$ cat src/rtl/msrv32_instr_fetch_unit_if.sv
// Bus bundle for the msrv32 fetch unit: redirect input, imem request/response
// channels and the decode-facing instruction channel.
interface msrv32_instr_fetch_unit_if;
  logic        redirect_in;
  logic [31:0] redirect_pc_in;
  logic [31:0] imaddr_out;
  logic        imaddr_valid_out;
  logic        imaddr_ready_in;
  logic [31:0] imdata_in;
  logic        imdata_valid_in;
  logic [31:0] instr_out;
  logic [31:0] instr_pc_out;
  logic        instr_valid_out;
  logic        instr_ready_in;
  logic        misaligned_out;

  modport master (
    input  redirect_in, redirect_pc_in, imaddr_ready_in, imdata_in, imdata_valid_in,
           instr_ready_in,
    output imaddr_out, imaddr_valid_out, instr_out, instr_pc_out, instr_valid_out,
           misaligned_out
  );

  modport slave (
    output redirect_in, redirect_pc_in, imaddr_ready_in, imdata_in, imdata_valid_in,
           instr_ready_in,
    input  imaddr_out, imaddr_valid_out, instr_out, instr_pc_out, instr_valid_out,
           misaligned_out
  );
endinterface

$ cat src/rtl/msrv32_instr_fetch_unit.sv
// Instruction fetch front end: credit-limited imem requests, in-order response
// buffering with PCs, and redirect flushing of stale in-flight fetches.
module msrv32_instr_fetch_unit #(
  parameter logic [31:0] RESET_PC   = 32'h0000_0000,
  parameter int          FIFO_DEPTH = 2,
  parameter int          MAX_OUTST  = 2
) (
  input  logic                      ms_riscv32_mp_clk_in,
  input  logic                      ms_riscv32_mp_rst_in,
  msrv32_instr_fetch_unit_if.master bus
);
  localparam int CW  = $clog2(MAX_OUTST + 1);
  localparam int FAW = $clog2(FIFO_DEPTH);
  localparam int PQW = (MAX_OUTST > 1) ? $clog2(MAX_OUTST) : 1;

  typedef enum logic [1:0] {START, FETCH, FLUSH, HALT} state_t;
  state_t state_reg, state_next;

  logic [31:0]    fetch_pc_reg;
  logic [CW-1:0]  outstanding_reg, outstanding_next, drop_cnt_reg;
  logic           misaligned_reg;

  logic [31:0]    pcq_mem [MAX_OUTST];
  logic [PQW-1:0] pcq_wr_reg, pcq_rd_reg;

  logic [63:0]    fifo_mem [FIFO_DEPTH];
  logic [FAW-1:0] fifo_wr_reg, fifo_rd_reg;
  logic [FAW:0]   fifo_cnt_reg;

  logic redirect, req_valid, accept, resp, push, pop, fifo_nonempty, pc_misaligned;

  function automatic logic [PQW-1:0] pcq_inc(input logic [PQW-1:0] ptr);
    return (ptr == PQW'(MAX_OUTST - 1)) ? '0 : ptr + 1'b1;
  endfunction

  assign redirect      = bus.redirect_in && (state_reg != START);
  assign pc_misaligned = (fetch_pc_reg[1:0] != 2'b00);
  assign fifo_nonempty = (fifo_cnt_reg != '0);
  assign accept        = req_valid && bus.imaddr_ready_in;
  // A response with nothing outstanding is a protocol violation and is ignored.
  assign resp          = bus.imdata_valid_in && (outstanding_reg != '0);
  assign push          = resp && !redirect && (state_reg != FLUSH);
  assign pop           = fifo_nonempty && bus.instr_ready_in && !redirect;
  assign outstanding_next = outstanding_reg + CW'(accept) - CW'(resp);

  always_ff @(posedge ms_riscv32_mp_clk_in) begin
    if (!ms_riscv32_mp_rst_in) state_reg <= START;
    else                       state_reg <= state_next;
  end

  always_comb begin
    state_next = state_reg;
    case (state_reg)
      START: state_next = FETCH;
      FETCH: if (pc_misaligned) state_next = HALT;
      FLUSH: if (drop_cnt_reg == '0 || (resp && drop_cnt_reg == CW'(1))) state_next = FETCH;
      HALT:  state_next = HALT;
      default: state_next = START;
    endcase
    // A same-cycle accept is already in flight and must be dropped too.
    if (redirect) state_next = (outstanding_next != '0) ? FLUSH : FETCH;
  end

  // Credit rule: every in-flight request must have a guaranteed FIFO slot.
  always_comb begin
    req_valid = 1'b0;
    if (state_reg == FETCH && !pc_misaligned &&
        (32'(outstanding_reg) + 32'(fifo_cnt_reg) < 32'(FIFO_DEPTH)) &&
        (32'(outstanding_reg) < 32'(MAX_OUTST)))
      req_valid = 1'b1;
  end

  always_ff @(posedge ms_riscv32_mp_clk_in) begin
    if (!ms_riscv32_mp_rst_in) begin
      fetch_pc_reg    <= RESET_PC;
      outstanding_reg <= '0;
      drop_cnt_reg    <= '0;
      misaligned_reg  <= 1'b0;
      pcq_wr_reg      <= '0;
      pcq_rd_reg      <= '0;
      fifo_wr_reg     <= '0;
      fifo_rd_reg     <= '0;
      fifo_cnt_reg    <= '0;
    end else begin
      outstanding_reg <= outstanding_next;
      // The PC queue tracks every accepted request, dropped or not.
      if (accept) pcq_wr_reg <= pcq_inc(pcq_wr_reg);
      if (resp)   pcq_rd_reg <= pcq_inc(pcq_rd_reg);
      if (redirect) begin
        fetch_pc_reg   <= bus.redirect_pc_in;
        misaligned_reg <= 1'b0;
        drop_cnt_reg   <= outstanding_next;
        fifo_wr_reg    <= '0;
        fifo_rd_reg    <= '0;
        fifo_cnt_reg   <= '0;
      end else begin
        if (accept) fetch_pc_reg <= fetch_pc_reg + 32'd4;
        if (state_reg == FETCH && pc_misaligned) misaligned_reg <= 1'b1;
        if (state_reg == FLUSH && resp && drop_cnt_reg != '0)
          drop_cnt_reg <= drop_cnt_reg - CW'(1);
        if (push) fifo_wr_reg <= fifo_wr_reg + 1'b1;
        if (pop)  fifo_rd_reg <= fifo_rd_reg + 1'b1;
        fifo_cnt_reg <= fifo_cnt_reg + (FAW + 1)'(push) - (FAW + 1)'(pop);
      end
    end
  end

  always_ff @(posedge ms_riscv32_mp_clk_in) begin
    if (accept) pcq_mem[pcq_wr_reg] <= fetch_pc_reg;
    if (push)   fifo_mem[fifo_wr_reg] <= {pcq_mem[pcq_rd_reg], bus.imdata_in};
  end

  assign bus.imaddr_out       = fetch_pc_reg;
  assign bus.imaddr_valid_out = req_valid;
  assign bus.instr_valid_out  = fifo_nonempty;
  assign bus.instr_out        = fifo_nonempty ? fifo_mem[fifo_rd_reg][31:0]  : 32'h0;
  assign bus.instr_pc_out     = fifo_nonempty ? fifo_mem[fifo_rd_reg][63:32] : 32'h0;
  assign bus.misaligned_out   = misaligned_reg;
endmodule
$ cat src/flat_wrapper.sv
// flat-port wrapper written by rule: the top's interface ports become plain ports
module msrv32_instr_fetch_unit_flat 
#(
  parameter logic [31:0] RESET_PC   = 32'h0000_0000,
  parameter int          FIFO_DEPTH = 2,
  parameter int          MAX_OUTST  = 2
)
  (ms_riscv32_mp_clk_in, ms_riscv32_mp_rst_in, bus_redirect_in, bus_redirect_pc_in, bus_imaddr_ready_in, bus_imdata_in, bus_imdata_valid_in, bus_instr_ready_in, bus_imaddr_out, bus_imaddr_valid_out, bus_instr_out, bus_instr_pc_out, bus_instr_valid_out, bus_misaligned_out);
  msrv32_instr_fetch_unit_if bus_i ();
  input  logic ms_riscv32_mp_clk_in;
  input  logic ms_riscv32_mp_rst_in;
  input wire logic [$bits(bus_i.redirect_in)-1:0] bus_redirect_in;
  input wire logic [$bits(bus_i.redirect_pc_in)-1:0] bus_redirect_pc_in;
  input wire logic [$bits(bus_i.imaddr_ready_in)-1:0] bus_imaddr_ready_in;
  input wire logic [$bits(bus_i.imdata_in)-1:0] bus_imdata_in;
  input wire logic [$bits(bus_i.imdata_valid_in)-1:0] bus_imdata_valid_in;
  input wire logic [$bits(bus_i.instr_ready_in)-1:0] bus_instr_ready_in;
  output wire logic [$bits(bus_i.imaddr_out)-1:0] bus_imaddr_out;
  output wire logic [$bits(bus_i.imaddr_valid_out)-1:0] bus_imaddr_valid_out;
  output wire logic [$bits(bus_i.instr_out)-1:0] bus_instr_out;
  output wire logic [$bits(bus_i.instr_pc_out)-1:0] bus_instr_pc_out;
  output wire logic [$bits(bus_i.instr_valid_out)-1:0] bus_instr_valid_out;
  output wire logic [$bits(bus_i.misaligned_out)-1:0] bus_misaligned_out;
  assign bus_i.redirect_in = bus_redirect_in;
  assign bus_i.redirect_pc_in = bus_redirect_pc_in;
  assign bus_i.imaddr_ready_in = bus_imaddr_ready_in;
  assign bus_i.imdata_in = bus_imdata_in;
  assign bus_i.imdata_valid_in = bus_imdata_valid_in;
  assign bus_i.instr_ready_in = bus_instr_ready_in;
  assign bus_imaddr_out = bus_i.imaddr_out;
  assign bus_imaddr_valid_out = bus_i.imaddr_valid_out;
  assign bus_instr_out = bus_i.instr_out;
  assign bus_instr_pc_out = bus_i.instr_pc_out;
  assign bus_instr_valid_out = bus_i.instr_valid_out;
  assign bus_misaligned_out = bus_i.misaligned_out;
  msrv32_instr_fetch_unit #(.RESET_PC(RESET_PC), .FIFO_DEPTH(FIFO_DEPTH), .MAX_OUTST(MAX_OUTST)) u_core (.ms_riscv32_mp_clk_in(ms_riscv32_mp_clk_in), .ms_riscv32_mp_rst_in(ms_riscv32_mp_rst_in), .bus(bus_i));
endmodule
$ cat config.mk
export PLATFORM = sky130hd
export DESIGN_NAME = msrv32_instr_fetch_unit_flat
export DESIGN_NICKNAME = d
export VERILOG_FILES = /design/src/rtl/msrv32_instr_fetch_unit_if.sv /design/src/rtl/msrv32_instr_fetch_unit.sv /design/src/flat_wrapper.sv
export SDC_FILE = /design/constraint.sdc
export NUM_CORES = 1
export LEC_CHECK = 0
export CORE_MARGIN = 4
export CORE_UTILIZATION = 52
export CTS_CLUSTER_DIAMETER = 120
export CTS_CLUSTER_SIZE = 16
export DETAILED_ROUTE_END_ITERATION = 8
export DONT_BUFFER_PORTS = 1
export PLACE_DENSITY_LB_ADDON = 0.1
export SYNTH_ARGS = -nofsm -noshare
export SYNTH_HDL_FRONTEND = slang
export SYNTH_SLANG_ARGS = --single-unit
$ cat constraint.sdc
create_clock -name ms_riscv32_mp_clk_in -period 5.05 [get_ports ms_riscv32_mp_clk_in]
set_input_delay 1.01 -clock ms_riscv32_mp_clk_in [delete_from_list [all_inputs] [get_ports ms_riscv32_mp_clk_in]]
set_output_delay 1.01 -clock ms_riscv32_mp_clk_in [all_outputs]
set_load 0.01 [all_outputs]
After elaboration in Yosys (flattened, before gate mapping):

Memory sizes are Yosys's and may differ from the RTL's. A register that Yosys moved wholly into a read port is not among the register bits.
Cells that the tools add are included.

* register bits: 45
* memory bits (writable): 192
* input port bits: 70
* output and inout port bits: 99
* word-level logic and storage cells: 84
* memories kept: 2

Memory list
* u_core.fifo_mem: words 2, width 64, read ports 1, clocked after Yosys merged registers in 1, wr ports 1, line msrv32_instr_fetch_unit.sv:26 `logic [63:0] fifo_mem [FIFO_DEPTH];`
* u_core.pcq_mem: words 2, width 32, read ports 1, clocked after Yosys merged registers in 1, wr ports 1, line msrv32_instr_fetch_unit.sv:23 `logic [31:0] pcq_mem [MAX_OUTST];`

* add/subtract/negate cells: 11
* $lt $le $gt $ge: 2
* equal/unequal tests: 7
* muxes and demuxes: 22
* bitwise gates (word level): 1
* reduce and logical (&&, ||, !) cells: 29

Operators by type and width (count)
* $mux W32: 4
* $add A32 B3 Y32 const B: 1
* $lt A32 B2 Y1 const B: 1
* $reduce_bool A2 Y1: 8
* $logic_and A1 B1 Y1: 14
* $mux W2: 6
* $mux W1: 11
* $pmux W2 S4: 1
* $ne A3 B1 Y1 const B: 2
* $add A1 B1 Y1 const B: 4
* $add A2 B1 Y2: 2
* $eq A2 B1 Y1 const B: 2
* $eq A2 B2 Y1 const B: 2
* $logic_not A2 Y1: 2
* $sub A2 B1 Y2: 2
* $add A2 B2 Y3: 1
* $logic_not A1 Y1: 2
* $lt A2 B2 Y1 const B: 1
* $ne A2 B2 Y1 const B: 1
* $reduce_and A2 Y1: 1
* $reduce_or A2 Y1: 1
* $sub A2 B1 Y2 const B: 1
* $logic_or A1 B1 Y1: 1
* $not A1 Y1: 1

Depth between registers and ports, before layout:

Gate-level depths: netlist (run 1).

* depth in word-level cells: 12
* mapped depth: 14
* mapped depth without buffers: 13

Worst setup path before layout (run 1):

Ideal clock, no wire load.

* path type: input to register
* from: input port bus_redirect_in
* to: memory u_core.fifo_mem[0][0], enable pin
* setup time: 0.494 ns
* data arrival time: 4.484 ns
* data required time: 4.556 ns
* path slack: 0.072 ns
* stages on the path: 4
* buffers on the path: 1
* cells stage by stage: o21ai_0 clkbuf_1 and3_1 nor2b_1

* longest elaborated chain between the ends: 6

RTL lines
* from (decl): line flat_wrapper.sv:12 `input wire logic [$bits(bus_i.redirect_in)-1:0] bus_redirect_in;`
* $logic_and A1 B1 Y1: line msrv32_instr_fetch_unit.sv:36 `assign redirect = bus.redirect_in && (state_reg != START);`
* $logic_not A1 Y1: line msrv32_instr_fetch_unit.sv:42 `assign push = resp && !redirect && (state_reg != FLUSH);`
* $logic_and A1 B1 Y1 (2 in a row): line msrv32_instr_fetch_unit.sv:42
* net u_core.push: line msrv32_instr_fetch_unit.sv:30 `logic redirect, req_valid, accept, resp, push, pop, fifo_nonempty, pc_misaligned;`
* $mux W1: line msrv32_instr_fetch_unit.sv:110 `if (push) fifo_mem[fifo_wr_reg] <= {pcq_mem[pcq_rd_reg], bus.imdata_in};`
* $mux W1 (not written as such): line msrv32_instr_fetch_unit.sv:110
* to (decl): line msrv32_instr_fetch_unit.sv:26

The timed path passes the listed nets, and every way through them passes these cells.

Worst setup path after layout (run 1):

* from: register u_core.fifo_cnt_reg[0]
* to: output port bus_imaddr_valid_out

* longest elaborated chain between the ends: 5

RTL lines
* from (decl): line msrv32_instr_fetch_unit.sv:28 `logic [FAW:0] fifo_cnt_reg;`
* from (signal assigned): line msrv32_instr_fetch_unit.sv:103 `fifo_cnt_reg <= fifo_cnt_reg + (FAW + 1)'(push) - (FAW + 1)'(pop);`
* $add A2 B2 Y3: line msrv32_instr_fetch_unit.sv:68 `(32'(outstanding_reg) + 32'(fifo_cnt_reg) < 32'(FIFO_DEPTH)) &&`
* $lt A32 B2 Y1: line msrv32_instr_fetch_unit.sv:68
* $logic_and A1 B1 Y1: line msrv32_instr_fetch_unit.sv:67 `if (state_reg == FETCH && !pc_misaligned &&`
* $logic_and A1 B1 Y1: line msrv32_instr_fetch_unit.sv:68
* $mux W1: line msrv32_instr_fetch_unit.sv:67
* to (decl): line flat_wrapper.sv:19 `output wire logic [$bits(bus_i.imaddr_valid_out)-1:0] bus_imaddr_valid_out;`

No other way between the ends.

==> results of run 1 <==
==> critical path: cells and delay by family, from the launching register on <==
family | cells | cell delay (ps)
buffers and inverters | 2 | 290
and+or+nand+nor | 2 | 800
adders and majority gates | 1 | 430
DFF | 1 | 370
==> cell usage in the layout (no fill, tap or decap), types with 13 or more instances in the layout <==
master / synthesis / routed
dfxtp_1: 47 / 45
o21ai_0: 17 / 16
mux2i_1: 65 / 65
xnor2_1: 26 / 26
nor2_1: 90 / 88
mux2_2: 33 / 33
edfxtp_1: 192 / 192
inv_1: 14 / 14
nand2_1: 28 / 28
clkbuf_16: 0 / 19
a21oi_1: 19 / 19
clkbuf_1: 19 / 13
==> routing by layer <==
layer / global-route usage / up-vias / wire (um) / share of wire
li1: - / 2407 / - / -
met1: 0.231 / 2441 / 7660 / 0.42
met2: 0.287 / 161 / 8670 / 0.47
met3: 0.0539 / 28 / 1650 / 0.090
met4: 0.0446 / 2 / 318 / 0.017
met5: 0 / - / 7 / 0.00038
==> layout make-up <==
| type | instances | share of cell area |
|---|---|---|
| tap | 229 | 0.0279 |
| timing repair buffer | 3 | 0.00219 |
| sequential | 239 | 0.653 |
| clock buffer | 32 | 0.0510 |
| inverter | 14 | 0.00512 |
| multi-input combinational | 377 | 0.260 |
==> kinds of logic after synthesis <==
kind of cell	after synthesis	share of synthesized area
buffers and inverters	47	0.0194
multiplexers	98	0.107
AO/OA/AOI/OAI	58	0.0343
XOR/XNOR	36	0.0331
adder cells (fa/ha/maj)	8	0.0113
flip-flops	239	0.704
AND/OR/NAND/NOR	177	0.0907
==> per-stage QoR <==
step	instances	area, sq um
after floorplan	663	9530
after global placement	862	9750
after detailed placement	862	9750
after CTS	894	10300
after global routing	894	10300
final	894	10300
==> power by group through the flow <==
stage               Clock [mW]  Sequential [mW]  Combinational, mW
floorplan                    0             2.58              0.676
global placement             0             2.68              0.764
detailed placement           0             2.69              0.786
CTS                       1.36             2.65              0.790
global route              1.45             2.68              0.859
finish                    1.32             2.64              0.773
==> worst max path at each step <==
stage	startpoint	to	slack (ps)	depth (start not counted)
2_1_floorplan	bus_redirect_in	u_core.fifo_mem[0][0]	70	4
3_3_place_gp	u_core.fifo_cnt_reg[0]	u_core.pcq_mem[0][17]	1780	7
3_5_place_dp	u_core.fifo_cnt_reg[0]	u_core.pcq_mem[0][20]	1730	7
4_1_cts	u_core.fifo_cnt_reg[0]	bus_imaddr_valid_out	1650	5
5_1_grt	u_core.fifo_cnt_reg[0]	bus_imaddr_valid_out	1500	5
6_report	u_core.fifo_cnt_reg[0]	bus_imaddr_valid_out	1660	5
==> metrics.txt, run 1 <==
setup TNS=0 ps; synth-to-layout area growth=7.80%; outcome=finished clean; Register Area=6710 sq um; worst hold path type=reg -> reg; minimum clock period=3390 ps; MaxCap Viol Count=0; Logic pwr share=0.163; top-count cell post-synth=edfxtp_1; share of layout cells above drive strength 1=0.114; Sw Pwr=1.31 mW; CP Launch Type=register; ant diodes=0; syn_nets=741; DR WL/cell=20.5 um; DRT Wirelength=18,300 um; GP Congestion=0.831; Clock Path Buffers=3; DRC=0; RSZ-0062 raised after global routing=false; Flop pwr share=0.558; Pins Over Slew Limit=0; DR iter-0 viols=304; Largest Register=u_core.fifo_mem; Unique masters post-synth=42; CP Max Fanout=8; Final Cycle Share=0.671; CP Data Required Time=4040 ps; switching share of power=0.277; Crit-path slowest cell=or4_1; worst r2r src=u_core.fifo_cnt_reg[0]; PwrDens=461 nW/um^2; final setup fails=0; TritonCTS clock tree=done; hpwl dp=11,900 um; Hold Startpoint=u_core.fifo_rd_reg; hold_ws=505 ps; Ports=169; post-synthesis sequential area ratio=0.704; P_int=3.43 mW; DR vias/cell=5.64; initial antenna violation count=1; vias=5,039; clock power share=0.278; initial core utilization=0.530; Yosys reg bits=239; Die Area=20,600 sq um; CTS clk-pin slew, worst paths=70 ps; Fill cells=1,457; relative slew slack=0.224; largest net degree at the start of global routing=65; fin worst setup slack=1660 ps; critical path type=reg -> out; # Post-CTS Setup Buffers=0; total CTS buffers=18; Placeable Area=18,000 sq um; chip width=143 um; number of synthesis warnings=0; row count=49; reg2reg setup slack=1780 ps; Post-synth EDFFs=192; GRT Util Overall=0.175; later-pin clock latency in the skew report=480 ps; number of global-route vias before repair=5,138; Hold Crit Depth=2; Slew @ Worst Pin=1160 ps; maximum vdd drop=0.254 mV; FFs w/ async S/R, synth=0; final core utilization=0.572; overall power=4.74 mW; H-tree level count=1; final number of hold-violating endpoints=0; CTS Sinks=239; first-pass iteration count of the detailed router=4; Synth area leader=edfxtp_1; CP Cell Sequence=inv_1 -> nor2_1 -> fa_1 -> or4_1 -> inv_1; most used cell, CP=inv_1; syn_area_per_cell=14.4 sq um; CTS resizes=0; Synth top area share=0.605; clk_skew=6.89 ps; Die Ht=143 um; first-pass GRT wire length=28,300 um; R2R depth=7; pre-CTS setup slack=1730 ps; # hold bufs at CTS=0; r2r endpoint=u_core.pcq_mem[0][17]; GR Overflow Total=0; area of the multi-input gates=2670 sq um; crit end category=output pin; CP max stage delay=660 ps; CP arrival=2380 ps; Post-DRT Antenna Nets=0; Largest register FFs=128; Nets=731; Max Clk Rate=295 MHz; Post-synth top cells=edfxtp_1, nor2_1, mux2i_1, dfxtp_1, mux2_2; Root Buffer Master=clkbuf_16; Pleak=3.18 nW; ys flop type=edfxtp_1; top cells by area, synth=edfxtp_1, dfxtp_1, mux2i_1; cells after synthesis=663; # port buffers=0; Post-Synthesis Cell Area=9530 sq um
No activity file was read; power rests on OpenSTA's default activity.
==> inputs of run 2 (changes only) <==
==> constraint.sdc (replaced) <==
create_clock -name ms_riscv32_mp_clk_in -period 3.4 [get_ports ms_riscv32_mp_clk_in]
set_input_delay 0.68 -clock ms_riscv32_mp_clk_in [delete_from_list [all_inputs] [get_ports ms_riscv32_mp_clk_in]]
set_output_delay 0.68 -clock ms_riscv32_mp_clk_in [all_outputs]
set_load 0.01 [all_outputs]
==> metrics.txt, run 2 (synthesis results as in run 1) <==
CP Data Required Time=3740 ps; first-pass iteration count of the detailed router=4; Ports=169; final non-filler cell area=10,400 sq um; # port buffers=0; Largest Register=u_core.fifo_mem; MaxCap Viol Count=0; row count=49; Fill cells=1,411; # Post-CTS Setup Buffers=0; Clock Path Buffers=3; later-pin clock latency in the skew report=490 ps; DR WL/cell=21.3 um; Final Cycle Share=0.913; chip width=143 um; first-pass GRT wire length=29,700 um; Die Ht=143 um; Post-DP Area=9890 sq um; PwrDens=683 nW/um^2; critical path type=reg -> reg; DRC=0; DR iter-0 viols=247; setup TNS=0 ps; worst hold path type=in -> reg; total CTS buffers=18; share of layout cells above drive strength 1=0.131; CTS clk-pin slew, worst paths=70 ps; Root Buffer Master=clkbuf_16; Max Clk Rate=322 MHz; Slew @ Worst Pin=863 ps; Placeable Area=18,000 sq um; Post-DRT Antenna Nets=0; CP Max Fanout=10; final number of hold-violating endpoints=0; initial antenna violation count=0; H-tree level count=1; DRT Wirelength=19,300 um; GP Congestion=0.787; number of global-route vias before repair=5,349; clk_skew=20.3 ps; Largest register FFs=128; most frequent cells in the layout=edfxtp_1, nor2_1, mux2i_1; Pins Over Slew Limit=0; relative slew slack=0.425; TritonCTS clock tree=done; # hold bufs at CTS=0; Register Area=6710 sq um; maximum vdd drop=0.426 mV; minimum clock period=3110 ps; Die Area=20,600 sq um; CP Launch Type=register; Pleak=3.26 nW; area of the multi-input gates=2680 sq um; initial core utilization=0.530; CTS resizes=0; outcome=finished clean; DR vias/cell=5.67; final setup fails=0; CP arrival=3450 ps; RSZ-0062 raised after global routing=false; most common cell after layout, fill and taps aside=edfxtp_1; synth-to-layout area growth=9.30%; vias=5,138; crit end category=register; CTS Sinks=239; hpwl dp=12,800 um; GR Overflow Total=0; Nets=743; ant diodes=0; largest net degree at the start of global routing=48; GRT Util Overall=0.186
-- run 2: changes by cell type in the layout (fill, tap and decap cells not counted) --
cell     delta
buf_4       +8
buf_12      +4
nand2_2     +1
nand2_1     -1
-- run 2: path summary, 6_finish.rpt --
path	startpoint	endpoint	slack [ps]	cells past startpoint
worst min register to register	u_core.fifo_rd_reg	u_core.fifo_rd_reg	520	2
worst max-delay path	u_core.fifo_cnt_reg[0]	u_core.bus.imaddr_out[27]	290	9
worst min-delay path	bus_imdata_in[30]	u_core.fifo_mem[0][30]	280	0
worst max register to register	u_core.fifo_cnt_reg[0]	u_core.bus.imaddr_out[27]	290	9
-- run 2: layout make-up --
type                       instances  share of cell area
sequential                       239               0.644
multi-input combinational        377               0.257
clock buffer                      32              0.0503
tap                              229              0.0275
timing repair buffer              15              0.0156
inverter                          14             0.00505
-- run 2: where the power goes --
group / switching [mW] / internal (mW) / leakage [nW]
Sequential: 0.290 / 3.60 / 2.14
Clock: 0.918 / 1.05 / 0.249
Combinational: 0.779 / 0.481 / 0.869
-- run 2: layer usage --
layer,wire length [um],up-vias,share of wire,GRT usage
met5,0,-,0,0
met4,292,0,0.015,0.0481
met3,1810,26,0.094,0.0546
met2,9100,169,0.47,0.298
met1,8120,2523,0.42,0.252
li1,-,2420,-,-
-- run 2: worst max-delay path: stages, from the launching register on --
cell     delay [ps]
dfxtp_1         400
inv_1            90
nor2_1          150
fa_1            430
or4b_1          520
or4_1           560
buf_4           250
nor4_2          310
xnor2_1         160
o21ai_1          70
-- run 2: through the flow --
stage	setup WS [ps]	util	power [mW]	instances	hold slack, ps
after global placement	389	0.550	5.19	874	486
after floorplan	135	-	4.82	663	472
after CTS	278	0.580	7.20	906	265
after global routing	83.5	0.580	7.47	906	259
final	295	0.580	7.12	906	283
after detailed placement	308	0.550	5.24	874	494
==> inputs of run 3 (changes only) <==
--- a/config.mk
+++ b/config.mk
@@ -8,7 +8,7 @@
 export CORE_MARGIN = 4
 export CORE_UTILIZATION = 52
 export CTS_CLUSTER_DIAMETER = 120
-export CTS_CLUSTER_SIZE = 16
+export CTS_CLUSTER_SIZE = 14
 export DETAILED_ROUTE_END_ITERATION = 8
 export DONT_BUFFER_PORTS = 1
 export PLACE_DENSITY_LB_ADDON = 0.1
==> constraint.sdc (replaced) <==
create_clock -name ms_riscv32_mp_clk_in -period 3.4 [get_ports ms_riscv32_mp_clk_in]
set_input_delay 0.17 -clock ms_riscv32_mp_clk_in [delete_from_list [all_inputs] [get_ports ms_riscv32_mp_clk_in]]
set_output_delay 0.17 -clock ms_riscv32_mp_clk_in [all_outputs]
set_load 0.01 [all_outputs]
==> metrics.txt, run 3 (synthesis results as in run 1) <==
outcome=finished clean; minimum clock period=3160 ps; vias=5,386; GR Overflow Total=0; Pleak=3.55 nW; MaxCap Viol Count=0; row count=49; CTS Sinks=239; Pins Over Slew Limit=0; clock power share=0.293; Hold Startpoint=bus_imaddr_ready_in; Sw Pwr=2.06 mW; CP Data Required Time=3810 ps; R2R depth=8; maximum vdd drop=0.494 mV; Nets=810; DRT Wirelength=19,600 um; TritonCTS clock tree=done; # port buffers=0; DR WL/cell=20.1 um; DR iter-0 viols=306; reg2reg setup slack=240 ps; Die Ht=143 um; worst hold path type=in -> reg; first-pass GRT wire length=30,600 um; GP Congestion=0.784; share of layout cells above drive strength 1=0.119; Root Buffer Master=clkbuf_16; Min-Delay Endpoint=u_core.bus.imaddr_out[5]; Ports=169; crit end category=register; r2r endpoint=u_core.bus.imaddr_out[28]; GRT Util Overall=0.191; Max Clk Rate=317 MHz; Flop pwr share=0.536; critical path type=reg -> reg; switching share of power=0.280; H-tree level count=1; CTS clk-pin slew, worst paths=70 ps; Hold Crit Depth=4; Die Area=20,600 sq um; CP arrival=3570 ps; area of the multi-input gates=2670 sq um; ant diodes=0; M1 WL=8110 um; CP Max Fanout=10; final number of hold-violating endpoints=0; setup TNS=0 ps; total CTS buffers=21; Post-DP Area=9820 sq um; Slew @ Worst Pin=1180 ps; synth-to-layout area growth=16.5%; RSZ-0062 raised after global routing=false; later-pin clock latency in the skew report=500 ps; CTS resizes=0; most frequent cells in the layout=edfxtp_1, nor2_1, dlygate4sd3_1; CP Launch Type=register; Post-DRT Antenna Nets=0; final core utilization=0.618; Logic pwr share=0.171; clk_skew=19.0 ps; chip width=143 um; hpwl dp=12,100 um; most common cell after layout, fill and taps aside=edfxtp_1; Clock Path Buffers=3; routed length on met3=1590 um; top layer in use=met4; Fill cells=1,369; Largest register FFs=128; initial antenna violation count=0; first-pass iteration count of the detailed router=4; final non-filler cell area=11,100 sq um; number of global-route vias before repair=5,619; relative slew slack=0.217; Placeable Area=18,000 sq um; # Post-CTS Setup Buffers=0; P_int=5.29 mW; worst r2r src=u_core.fifo_cnt_reg[0]; critical path launch point=u_core.fifo_cnt_reg[0]; initial core utilization=0.530; PwrDens=662 nW/um^2; Register Area=6710 sq um; met2 wire len=9560 um; DR vias/cell=5.52; DRC=0; largest net degree at the start of global routing=65; final setup fails=0; Largest Register=u_core.fifo_mem; Final Cycle Share=0.929
-- run 3: cell types whose count changed in the layout (fill, tap and decap cells not counted), sizes merged --
| cell | delta |
|---|---|
| dlygate4sd3 | +67 |
| inv | +1 |
| clkbuf | +4 |
| buf | -3 |
| clkinv | +1 |
-- run 3: how the worst max path moves through the flow --
stage | end | slack [ps] | cells after the start
CTS | u_core.bus.imaddr_out[28] | 230 | 8
global route | u_core.bus.imaddr_out[28] | 70 | 8
floorplan | u_core.fifo_mem[0][0] | 210 | 4
finish | u_core.bus.imaddr_out[28] | 240 | 8
detailed placement | u_core.bus.imaddr_out[28] | 270 | 8
global placement | u_core.bus.imaddr_out[28] | 370 | 8
-- run 3: layout make-up --
class                      instances  share of cell area
timing repair buffer              79              0.0697
tap                              229              0.0258
multi-input combinational        377               0.240
clock buffer                      36              0.0524
sequential                       239               0.605
inverter                          14             0.00474
clock inverter                     2             0.00226
-- run 3: power groups by stage --
stage | Combinational (mW) | Sequential [mW] | Clock [mW]
2_1_floorplan | 1.01 | 3.82 | 0
3_3_place_gp | 1.17 | 3.98 | 0
3_5_place_dp | 1.19 | 4.00 | 0
4_1_cts | 1.28 | 3.94 | 2.22
5_1_grt | 1.40 | 3.98 | 2.35
6_report | 1.26 | 3.93 | 2.15
-- run 3: repair_timing --
item	4_1_cts	5_1_grt
setup endpoints to repair	0	0
hold buffers	67	0
hold endpoints to repair	101	0
-- run 3: worst max-delay path: stages, from the launching register on --
cell     delay (ps)
dfxtp_1         380
inv_1            70
nor2_1          160
fa_1            440
or4b_1          530
or4_1           710
nor2_1          290
mux2_2          360
o22ai_1         120
-- run 3: through the flow --
step | cells | power, mW | hold slack (ps) | setup slack (ps)
finish | 976 | 7.34 | 37.2 | 243
global route | 976 | 7.72 | 31.6 | 73.4
CTS | 976 | 7.44 | 18.1 | 229
detailed placement | 871 | 5.20 | 269 | 265
global placement | 871 | 5.15 | 269 | 374
floorplan | 663 | 4.82 | 269 | 214
-- run 3: per-layer routing --
metal  up-vias  track usage
met5         -            0
met4         0       0.0540
met3        33       0.0486
met2       166        0.325
met1      2625        0.246
li1       2562            -
